### src/rtl/nd_tx_serializer_if.sv
// Read side of the non-data packet FIFO (first-word-fall-through head byte).
// The serializer uses the master modport; the FIFO uses the slave modport.
interface nd_tx_serializer_if;
  localparam int unsigned DataW = 8;

  logic             fifo_empty;
  logic [DataW-1:0] fifo_r_data;
  logic             fifo_r_enable;

  modport master (
    input  fifo_empty,
    input  fifo_r_data,
    output fifo_r_enable
  );

  modport slave (
    output fifo_empty,
    output fifo_r_data,
    input  fifo_r_enable
  );
endinterface

### src/rtl/nd_tx_serializer.sv
// Drains length-framed handshake/token packets from the non-data FIFO and
// serializes SYNC + payload LSB-first with USB bit stuffing, followed by EOP.
module nd_tx_serializer #(
  parameter int unsigned MAX_LEN   = 3,
  parameter logic [7:0]  SYNC_BYTE = 8'h80
) (
  input  logic               clk,
  input  logic               rst,
  nd_tx_serializer_if.master fifo,
  input  logic               shift_strobe,
  output logic               tx_bit,
  output logic               tx_active,
  output logic               tx_eop,
  output logic               tx_err
);
  localparam int unsigned ByteW = 8;
  localparam int unsigned LenW  = $clog2(MAX_LEN + 1);
  localparam int unsigned BitW  = 3;
  localparam int unsigned OnesW = 3;
  localparam logic [OnesW-1:0] StuffAt  = OnesW'(6);
  localparam logic [BitW-1:0]  LastBit  = BitW'(7);

  typedef enum logic [2:0] {
    S_IDLE,
    S_SYNC,
    S_DATA,
    S_EOP1,
    S_EOP2
  } state_e;

  state_e           state_q;
  logic [ByteW-1:0] shreg_q;
  logic [LenW-1:0]  bytes_left_q;
  logic [BitW-1:0]  bitcnt_q;
  logic [OnesW-1:0] ones_q;
  logic             stuff_q;
  logic             done_q;
  logic             tx_bit_q;
  logic             tx_active_q;
  logic             tx_eop_q;
  logic             tx_err_q;

  logic             len_ok;
  logic             shifting;
  logic             boundary;
  logic             pop_len;
  logic             pop_data;
  logic [OnesW-1:0] ones_d;

  assign len_ok   = (fifo.fifo_r_data != '0) && (fifo.fifo_r_data <= ByteW'(MAX_LEN));
  assign shifting = shift_strobe && (state_q == S_SYNC || state_q == S_DATA) && !stuff_q && !done_q;
  assign boundary = shifting && (bitcnt_q == LastBit);
  assign ones_d   = shreg_q[0] ? ones_q + OnesW'(1) : '0;

  // Pops are combinational so the FWFT head is consumed on the same edge it is used.
  assign pop_len            = !rst && (state_q == S_IDLE) && !fifo.fifo_empty;
  assign pop_data           = !rst && boundary && (bytes_left_q != '0) && !fifo.fifo_empty;
  assign fifo.fifo_r_enable = pop_len || pop_data;

  // done_q marks that the last wire bit (or a trailing stuffed 0) is on the line;
  // the following strobe starts the first EOP bit time.
  always_ff @(posedge clk) begin
    if (rst) begin
      state_q      <= S_IDLE;
      shreg_q      <= '0;
      bytes_left_q <= '0;
      bitcnt_q     <= '0;
      ones_q       <= '0;
      stuff_q      <= 1'b0;
      done_q       <= 1'b0;
      tx_bit_q     <= 1'b1;
      tx_active_q  <= 1'b0;
      tx_eop_q     <= 1'b0;
      tx_err_q     <= 1'b0;
    end else begin
      tx_err_q <= 1'b0;
      unique case (state_q)
        S_IDLE: begin
          if (!fifo.fifo_empty) begin
            if (len_ok) begin
              bytes_left_q <= LenW'(fifo.fifo_r_data);
              shreg_q      <= SYNC_BYTE;
              bitcnt_q     <= '0;
              ones_q       <= '0;
              stuff_q      <= 1'b0;
              done_q       <= 1'b0;
              state_q      <= S_SYNC;
            end else begin
              tx_err_q <= 1'b1;
            end
          end
        end
        S_SYNC, S_DATA: begin
          if (shift_strobe) begin
            tx_active_q <= 1'b1;
            if (stuff_q) begin
              tx_bit_q <= 1'b0;
              ones_q   <= '0;
              stuff_q  <= 1'b0;
            end else if (done_q) begin
              tx_bit_q <= 1'b1;
              tx_eop_q <= 1'b1;
              done_q   <= 1'b0;
              state_q  <= S_EOP1;
            end else begin
              tx_bit_q <= shreg_q[0];
              shreg_q  <= shreg_q >> 1;
              bitcnt_q <= bitcnt_q + BitW'(1);
              ones_q   <= ones_d;
              stuff_q  <= (ones_d == StuffAt);
              if (boundary) begin
                if (bytes_left_q == '0) begin
                  done_q <= 1'b1;
                end else if (!fifo.fifo_empty) begin
                  shreg_q      <= fifo.fifo_r_data;
                  bytes_left_q <= bytes_left_q - LenW'(1);
                  state_q      <= S_DATA;
                end else begin
                  // Underrun: truncate the packet and go straight to EOP.
                  tx_err_q <= 1'b1;
                  stuff_q  <= 1'b0;
                  done_q   <= 1'b1;
                end
              end
            end
          end
        end
        S_EOP1: begin
          if (shift_strobe) begin
            state_q <= S_EOP2;
          end
        end
        S_EOP2: begin
          if (shift_strobe) begin
            tx_bit_q    <= 1'b1;
            tx_eop_q    <= 1'b0;
            tx_active_q <= 1'b0;
            state_q     <= S_IDLE;
          end
        end
        default: state_q <= S_IDLE;
      endcase
    end
  end

  assign tx_bit    = tx_bit_q;
  assign tx_active = tx_active_q;
  assign tx_eop    = tx_eop_q;
  assign tx_err    = tx_err_q;
endmodule

### src/flat_wrapper.sv
// flat-port wrapper written by rule: the top's interface ports become plain ports
module nd_tx_serializer_flat 
#(
  parameter int unsigned MAX_LEN   = 3,
  parameter logic [7:0]  SYNC_BYTE = 8'h80
)
  (clk, rst, shift_strobe, tx_bit, tx_active, tx_eop, tx_err, fifo_fifo_empty, fifo_fifo_r_data, fifo_fifo_r_enable);
  nd_tx_serializer_if fifo_i ();
  input  logic clk;
  input  logic rst;
  input  logic shift_strobe;
  output logic tx_bit;
  output logic tx_active;
  output logic tx_eop;
  output logic tx_err;
  input wire logic [$bits(fifo_i.fifo_empty)-1:0] fifo_fifo_empty;
  input wire logic [$bits(fifo_i.fifo_r_data)-1:0] fifo_fifo_r_data;
  output wire logic [$bits(fifo_i.fifo_r_enable)-1:0] fifo_fifo_r_enable;
  assign fifo_i.fifo_empty = fifo_fifo_empty;
  assign fifo_i.fifo_r_data = fifo_fifo_r_data;
  assign fifo_fifo_r_enable = fifo_i.fifo_r_enable;
  nd_tx_serializer #(.MAX_LEN(MAX_LEN), .SYNC_BYTE(SYNC_BYTE)) u_core (.clk(clk), .rst(rst), .fifo(fifo_i), .shift_strobe(shift_strobe), .tx_bit(tx_bit), .tx_active(tx_active), .tx_eop(tx_eop), .tx_err(tx_err));
endmodule
### config.mk
export PLATFORM = sky130hd
export DESIGN_NAME = nd_tx_serializer_flat
export DESIGN_NICKNAME = d
export VERILOG_FILES = /design/src/rtl/nd_tx_serializer_if.sv /design/src/rtl/nd_tx_serializer.sv /design/src/flat_wrapper.sv
export SDC_FILE = /design/constraint.sdc
export NUM_CORES = 1
export LEC_CHECK = 0
export CORE_MARGIN = 5
export CORE_UTILIZATION = 55
export CTS_CLUSTER_SIZE = 40
export DETAILED_ROUTE_END_ITERATION = 8
export PLACE_DENSITY = 0.9
export SLEW_MARGIN = 30
export SYNTH_ARGS = -nofsm -noshare
export SYNTH_HDL_FRONTEND = slang
export SYNTH_SLANG_ARGS = --single-unit
export TNS_END_PERCENT = 100
### constraint.sdc
create_clock -name clk -period 5.93 [get_ports clk]
set_input_delay 1.4825 -clock clk [delete_from_list [all_inputs] [get_ports clk]]
set_output_delay 1.4825 -clock clk [all_outputs]
set_load 0.01 [all_outputs]
==> results of run 1 <==
==> registers in the layout (all words and copies together), names as in the netlist <==
| register | cells |
|---|---|
| u_core.state_q | 3 |
| u_core.shreg_q | 8 |
| u_core.tx_bit | 1 |
| u_core.ones_q | 3 |
| u_core.tx_err | 1 |
| u_core.bitcnt_q | 3 |
| u_core.done_q | 1 |
| u_core.stuff_q | 1 |
| u_core.bytes_left_q | 2 |
| u_core.tx_active | 1 |
| u_core.tx_eop | 1 |
==> cells by family after synthesis <==
family	after synthesis
xor+xnor	1
compound gates	44
mux	9
fa+ha+maj	5
buf+inv	21
simple gates	63
flops	25
==> layout make-up <==
cell class | instances | area, um2 | area share
sequential | 25 | 500.5 | 0.3160
clock inverter | 1 | 7.507 | 0.004739
timing repair buffer | 18 | 175.2 | 0.1106
tap | 30 | 37.54 | 0.02370
inverter | 7 | 26.28 | 0.01659
clock buffer | 3 | 22.52 | 0.01422
multi-input combinational | 122 | 814.5 | 0.5142
==> synthesized netlist by cell type, drive strengths merged, types with 2 or more instances <==
cell / count
clkbuf: 12
buf: 2
a221oi: 2
nor4: 2
nor2b: 6
or2: 2
nor2: 22
or3: 4
nor3: 3
a22oi: 10
dfxtp: 25
o21ai: 5
mux2i: 2
ha: 4
nand2: 11
a31oi: 2
nand2b: 3
nand3: 3
a211oi: 2
a21oi: 9
inv: 7
mux2: 7
a2111oi: 2
o31ai: 2
==> worst max-delay path, stage by stage <==
cell	delay, ns
clkdlybuf4s50_1	0.66
nand2b_1	0.15
nor4_2	0.14
buf_4	0.24
nand2_1	0.07
a211oi_1	0.26
clkdlybuf4s50_1	0.58
==> worst paths after layout <==
kind	start	to	slack, ns
setup / recovery	shift_strobe	fifo_fifo_r_enable	0.87
hold / removal	u_core.ones_q[1]	u_core.ones_q[1]	0.48
setup reg to reg	u_core.stuff_q	u_core.bytes_left_q[1]	3.73
hold reg to reg	u_core.ones_q[1]	u_core.ones_q[1]	0.48
==> per-stage QoR <==
stage,setup slack (ns),hold WS (ns),power [mW]
global route,0.6493,0.5251,0.5575
global placement,0.9203,0.4485,0.4299
detailed placement,0.8628,0.4690,0.4401
finish,0.8673,0.4817,0.5189
CTS,0.8704,0.4902,0.5181
floorplan,1.933,0.4400,0.3788
==> layout by cell type (no fill, tap or decap), drive strengths merged, types with 4 or more instances in the layout <==
| cell type | count |
|---|---|
| dfxtp | 25 |
| nor2 | 22 |
| clkdlybuf4s50 | 16 |
| nand2 | 11 |
| a22oi | 10 |
| a21oi | 9 |
| inv | 7 |
| mux2 | 7 |
| nor2b | 6 |
| o21ai | 5 |
| or3 | 4 |
| ha | 4 |
==> layer usage <==
metal / global-route usage / share of wire / vias to the layer above
li1: - / - / 628
met1: 0.2471 / 0.46 / 616
met2: 0.3133 / 0.48 / 38
met3: 0.02592 / 0.052 / 6
met4: 0.07911 / 0.013 / 0
met5: 0 / 0 / -
==> report_power, final <==
part	internal (mW)	switching (mW)	leakage [nW]	total, mW
Combinational	0.0922	0.141	0.348	0.233
Clock	0.0257	0.0524	0.0139	0.0782
Sequential	0.188	0.0199	0.202	0.208
Total	0.306	0.213	0.564	0.519
==> results.md, run 1 <==
* Status: finished, final reports clean
* Worst hold path class: reg2reg
* Compound-cell area share of the yosys netlist at 0.2267
* Top_reg_cell synth: dfxtp_1
* Largest net degree at the start of global routing at 30
* Synthesized area at 1385 um2
* Hold buffer count at cts at 0
* Initial DRT Pass Iterations at 4
* # setup viols final at 0
* Initial antenna violation count at 0
* Post-Synth Simple-Gate Area at 0.2322
* Final Max Slew Viols at 0
* TritonCTS buffer count at 3
* Mapped Avg Cell Area at 8.245 um2
* Wire length per cell at 15.09 um
* Syn Nets at 184
* CP Data Required Time at 4.45 ns
* FP Rows at 18
* Yosys Warn Count at 0
* Top cell type's share of synthesized area at 0.3613
* CTS tree: done
* Vias per inst at 6.252
* Sequential fraction of the synthesis area at 0.3613
* Adder-Cell Fraction of Synth Area at 0.04336
* Number of synthesized flops with an enable pin at 0
* Layout cells sized above 1 at 0.1136
* Mapped Cells at 168
* Critical Path Source Type: input pin
* Hold Violations, Final at 0
* RSZ-0062 raised after global routing: no
* Vias in the first global route at 1279
* Vias post-DR at 1288
* Mux contribution to synthesized area at 0.07136
* Max Clk Rate at 0.1975 GHz
* Fin crit period at 5.063 ns
* Asr flop ratio synth at 0
* Largest family of logic cells by synthesized area: simple AND/OR/NAND/NOR gates
* Core area at 2432 um2
* Skew final at 0.007048 ns
* Cell depth of the worst flop-to-flop path at 5
* Remaining Overflow, GRT at 0
* Setup tns final at 0 ns
* VDD IR max at 0.0002541 V
* CP max FO at 15
* Postcts setup bufs at 0
* Nets at 193
* N_diodes at 0
* LEAKAGE at 0.5642 nW
* Final Non-Filler Cells at 206
* DIE AREA at 3622 um2
* Yosys reg bits at 25
* Hold Crit Depth at 2
* # placed instances at 202
* CTS clk-pin slew, worst paths at 0.15 ns
* Synth area leaders: dfxtp_1 (36%), nor2_1 (6.0%), mux2_2 (5.7%), a22oi_1 (5.4%), ha_1 (3.6%)
* Total Routing Usage GR at 0.1902
* # Max-Cap Violations at 0
* Layout area overhead at 14.36%
* Die height at 60.18 um
* DRC Markers at 0
* Resized Gates After CTS at 0
* XOR/XNOR Fraction of Synth Area at 0.006323
* Die X at 60.18 um
* H-tree depth at 1
* Worst slew pin tran at 0.6643 ns
* # IOs at 17
* # port buffers at 16
* Crit path kind: in2out
* First-pass GRT wire length at 5.375 mm
* Post-synthesis cell type count at 43
* Dpl hpwl at 2.300 mm
* # fillers at 218
* Period utilization at 0.8537
* Initial Util at 0.5694
* Post-layout util at 0.6512
* Headroom to the max-slew limit at 0.5552
* Critical path endpoint category: primary output
* Post-Route WL at 3.109 mm
* Placed Area at 1554 um2
* Cell taking the most area after synthesis: dfxtp_1
* Placer Congestion at 0.8936
* DRT antenna net count at 0
* CTS Sinks at 25
* Max Root-Sink Buffers at 2
* Pwr dens at 327.6 nW/um2
* Fin area at 1584 um2
* Root Driver: clkbuf_4
* Clk_lat worst skew at 0.32 ns
* DR iter-0 viols at 80
* WP data arrival at 3.58 ns
Power figures use the tool's default switching activity.
==> inputs of run 2 (changes only) <==
Settings changed: SKIP_LAST_GASP set to 1.
==> results of run 2 <==
No change in the layout: final DEF, timing and power equal those of run 1.
==> inputs of run 3 (changes only) <==
Settings changed: CORE_UTILIZATION 55 to 54, GPL_ROUTABILITY_DRIVEN set to 0, PLACE_DENSITY 0.9 to 0.89, SLEW_MARGIN 30 to not set.
Clock period 5.93 ns to 5.1 ns, I/O delays scaled along.
==> run 3 against run 2 <==
  * Register-to-register slack got worse by 0.85 ns
  * Non-clock buffer count rose by 1
  * Sequential power increased by 15%
  * Global-route usage up 0.56 points
  * Combinational power grew 15%
  * First-iteration DRC count is 19% higher
==> results.md, run 3 (same netlist as run 1, synthesis figures left out) <==
* Status: finished, final reports clean
* Remaining Overflow, GRT at 0
* CTS Sinks at 25
* Total Routing Usage GR at 0.1958
* Max Root-Sink Buffers at 2
* Worst slew pin tran at 0.6228 ns
* Skew final at 0.002604 ns
* Resized Gates After CTS at 0
* H-tree depth at 1
* Commonest non-fill, non-tap cell in the layout: dfxtp_1
* Pwr dens at 378.7 nW/um2
* Hold buffer count at cts at 0
* Worst hold path class: reg2reg
* Initial Util at 0.5642
* TritonCTS buffer count at 3
* Post-Route WL at 3.135 mm
* CP Data Required Time at 3.83 ns
* Root Driver: clkbuf_4
* Headroom to the max-slew limit at 0.5794
* # placed instances at 203
* Layout area overhead at 14.54%
* Crit-path cells: clkdlybuf4s50_1 -> nand2b_1 -> nor4_2 -> nand2_1 -> a211oi_1 -> clkdlybuf4s50_1
* Dpl hpwl at 2.378 mm
* CTS tree: done
* Critical Path Source Type: input pin
* DR iter-0 viols at 95
* Vias post-DR at 1306
* DIE AREA at 3678 um2
* Fin crit period at 4.479 ns
* Wire length per cell at 15.14 um
* Vias per inst at 6.309
* VDD IR max at 0.0002926 V
* Critical path endpoint category: primary output
* Fin area at 1587 um2
* CP top delay family: buffers and inverters
* Postcts setup bufs at 0
* First-pass GRT wire length at 5.444 mm
* FP Rows at 18
* DRT antenna net count at 0
* Commonest cells after routing, fill and taps aside: dfxtp_1 (25), nor2_1 (22), clkdlybuf4s50_1 (16)
* Worst slack at placement at 0.6437 ns
* Nets at 194
* CP most frequent cell: clkdlybuf4s50_1
* Final Max Slew Viols at 0
* Vias in the first global route at 1287
* Initial DRT Pass Iterations at 6
* Largest Register: u_core.shreg_q
* Die height at 60.65 um
* Tot Pwr at 0.6008 mW
* WP data arrival at 3.20 ns
* # setup viols final at 0
* Post-layout util at 0.6463
* Final Non-Filler Cells at 207
* Period utilization at 0.8782
* LEAKAGE at 0.5694 nW
* Setup tns final at 0 ns
* Placed Area at 1556 um2
* Slowest cell delay on critical path at 0.68 ns
* Core area at 2455 um2
* # Max-Cap Violations at 0
* Initial antenna violation count at 0
* Worst path slowest cell: clkdlybuf4s50_1
* DRC Markers at 0
* RSZ-0062 raised after global routing: no
* Max Clk Rate at 0.2233 GHz
* CP max FO at 11
* # port buffers at 16
* CTS clk-pin slew, worst paths at 0.14 ns
* Crit path kind: in2out
* Largest net degree at the start of global routing at 30
* # IOs at 17
* Post-route worst setup slack at 0.6211 ns
* Max FFs per register at 8
* Die X at 60.65 um
* Layout cells sized above 1 at 0.1130
* Hold Violations, Final at 0
* Critical path buffers and inverters at 2
* Hold WS at 0.4812 ns
* N_diodes at 0
* Clk_lat worst skew at 0.33 ns
[run 3: worst paths after layout]
path	startpoint	endpoint	slack, ns	cells past startpoint
hold reg to reg	u_core.bytes_left_q[1]	u_core.bytes_left_q[1]	0.48	2
hold / removal	u_core.bytes_left_q[1]	u_core.bytes_left_q[1]	0.48	2
setup / recovery	shift_strobe	fifo_fifo_r_enable	0.62	6
setup reg to reg	u_core.stuff_q	u_core.bytes_left_q[1]	2.88	5
[run 3: final cells by class]
class | count | area, um2
fillers | 197 | 868.3
well taps | 30 | 37.54
clock buffers | 3 | 22.52
repair buffers | 19 | 182.7
inverters | 7 | 26.28
flip-flops and latches | 25 | 500.5
multi-input cells | 122 | 809.5
clock inverters | 1 | 7.507
[run 3: worst register-to-register path: stages, from the launching register on]
cell and delay, ns:
dfxtp_1 0.39, nand2b_1 0.20, maj3_1 0.40, or3_1 0.59
a2111o_1 0.46, a21oi_1 0.13
[run 3: per-layer routing]
layer / vias to the layer above / GRT usage / wire length [um]
met4: 0 / 0.09907 / 55
met2: 86 / 0.3176 / 1483
met5: - / 0 / 0
li1: 627 / - / -
met1: 584 / 0.2416 / 1286
met3: 9 / 0.04681 / 310
[run 3: report_power, final]
group          switching [mW]  total (mW)  internal, mW
combinational           0.162       0.269         0.107
sequential             0.0212       0.240         0.218
clock                  0.0620      0.0921        0.0301
total                   0.245       0.601         0.355
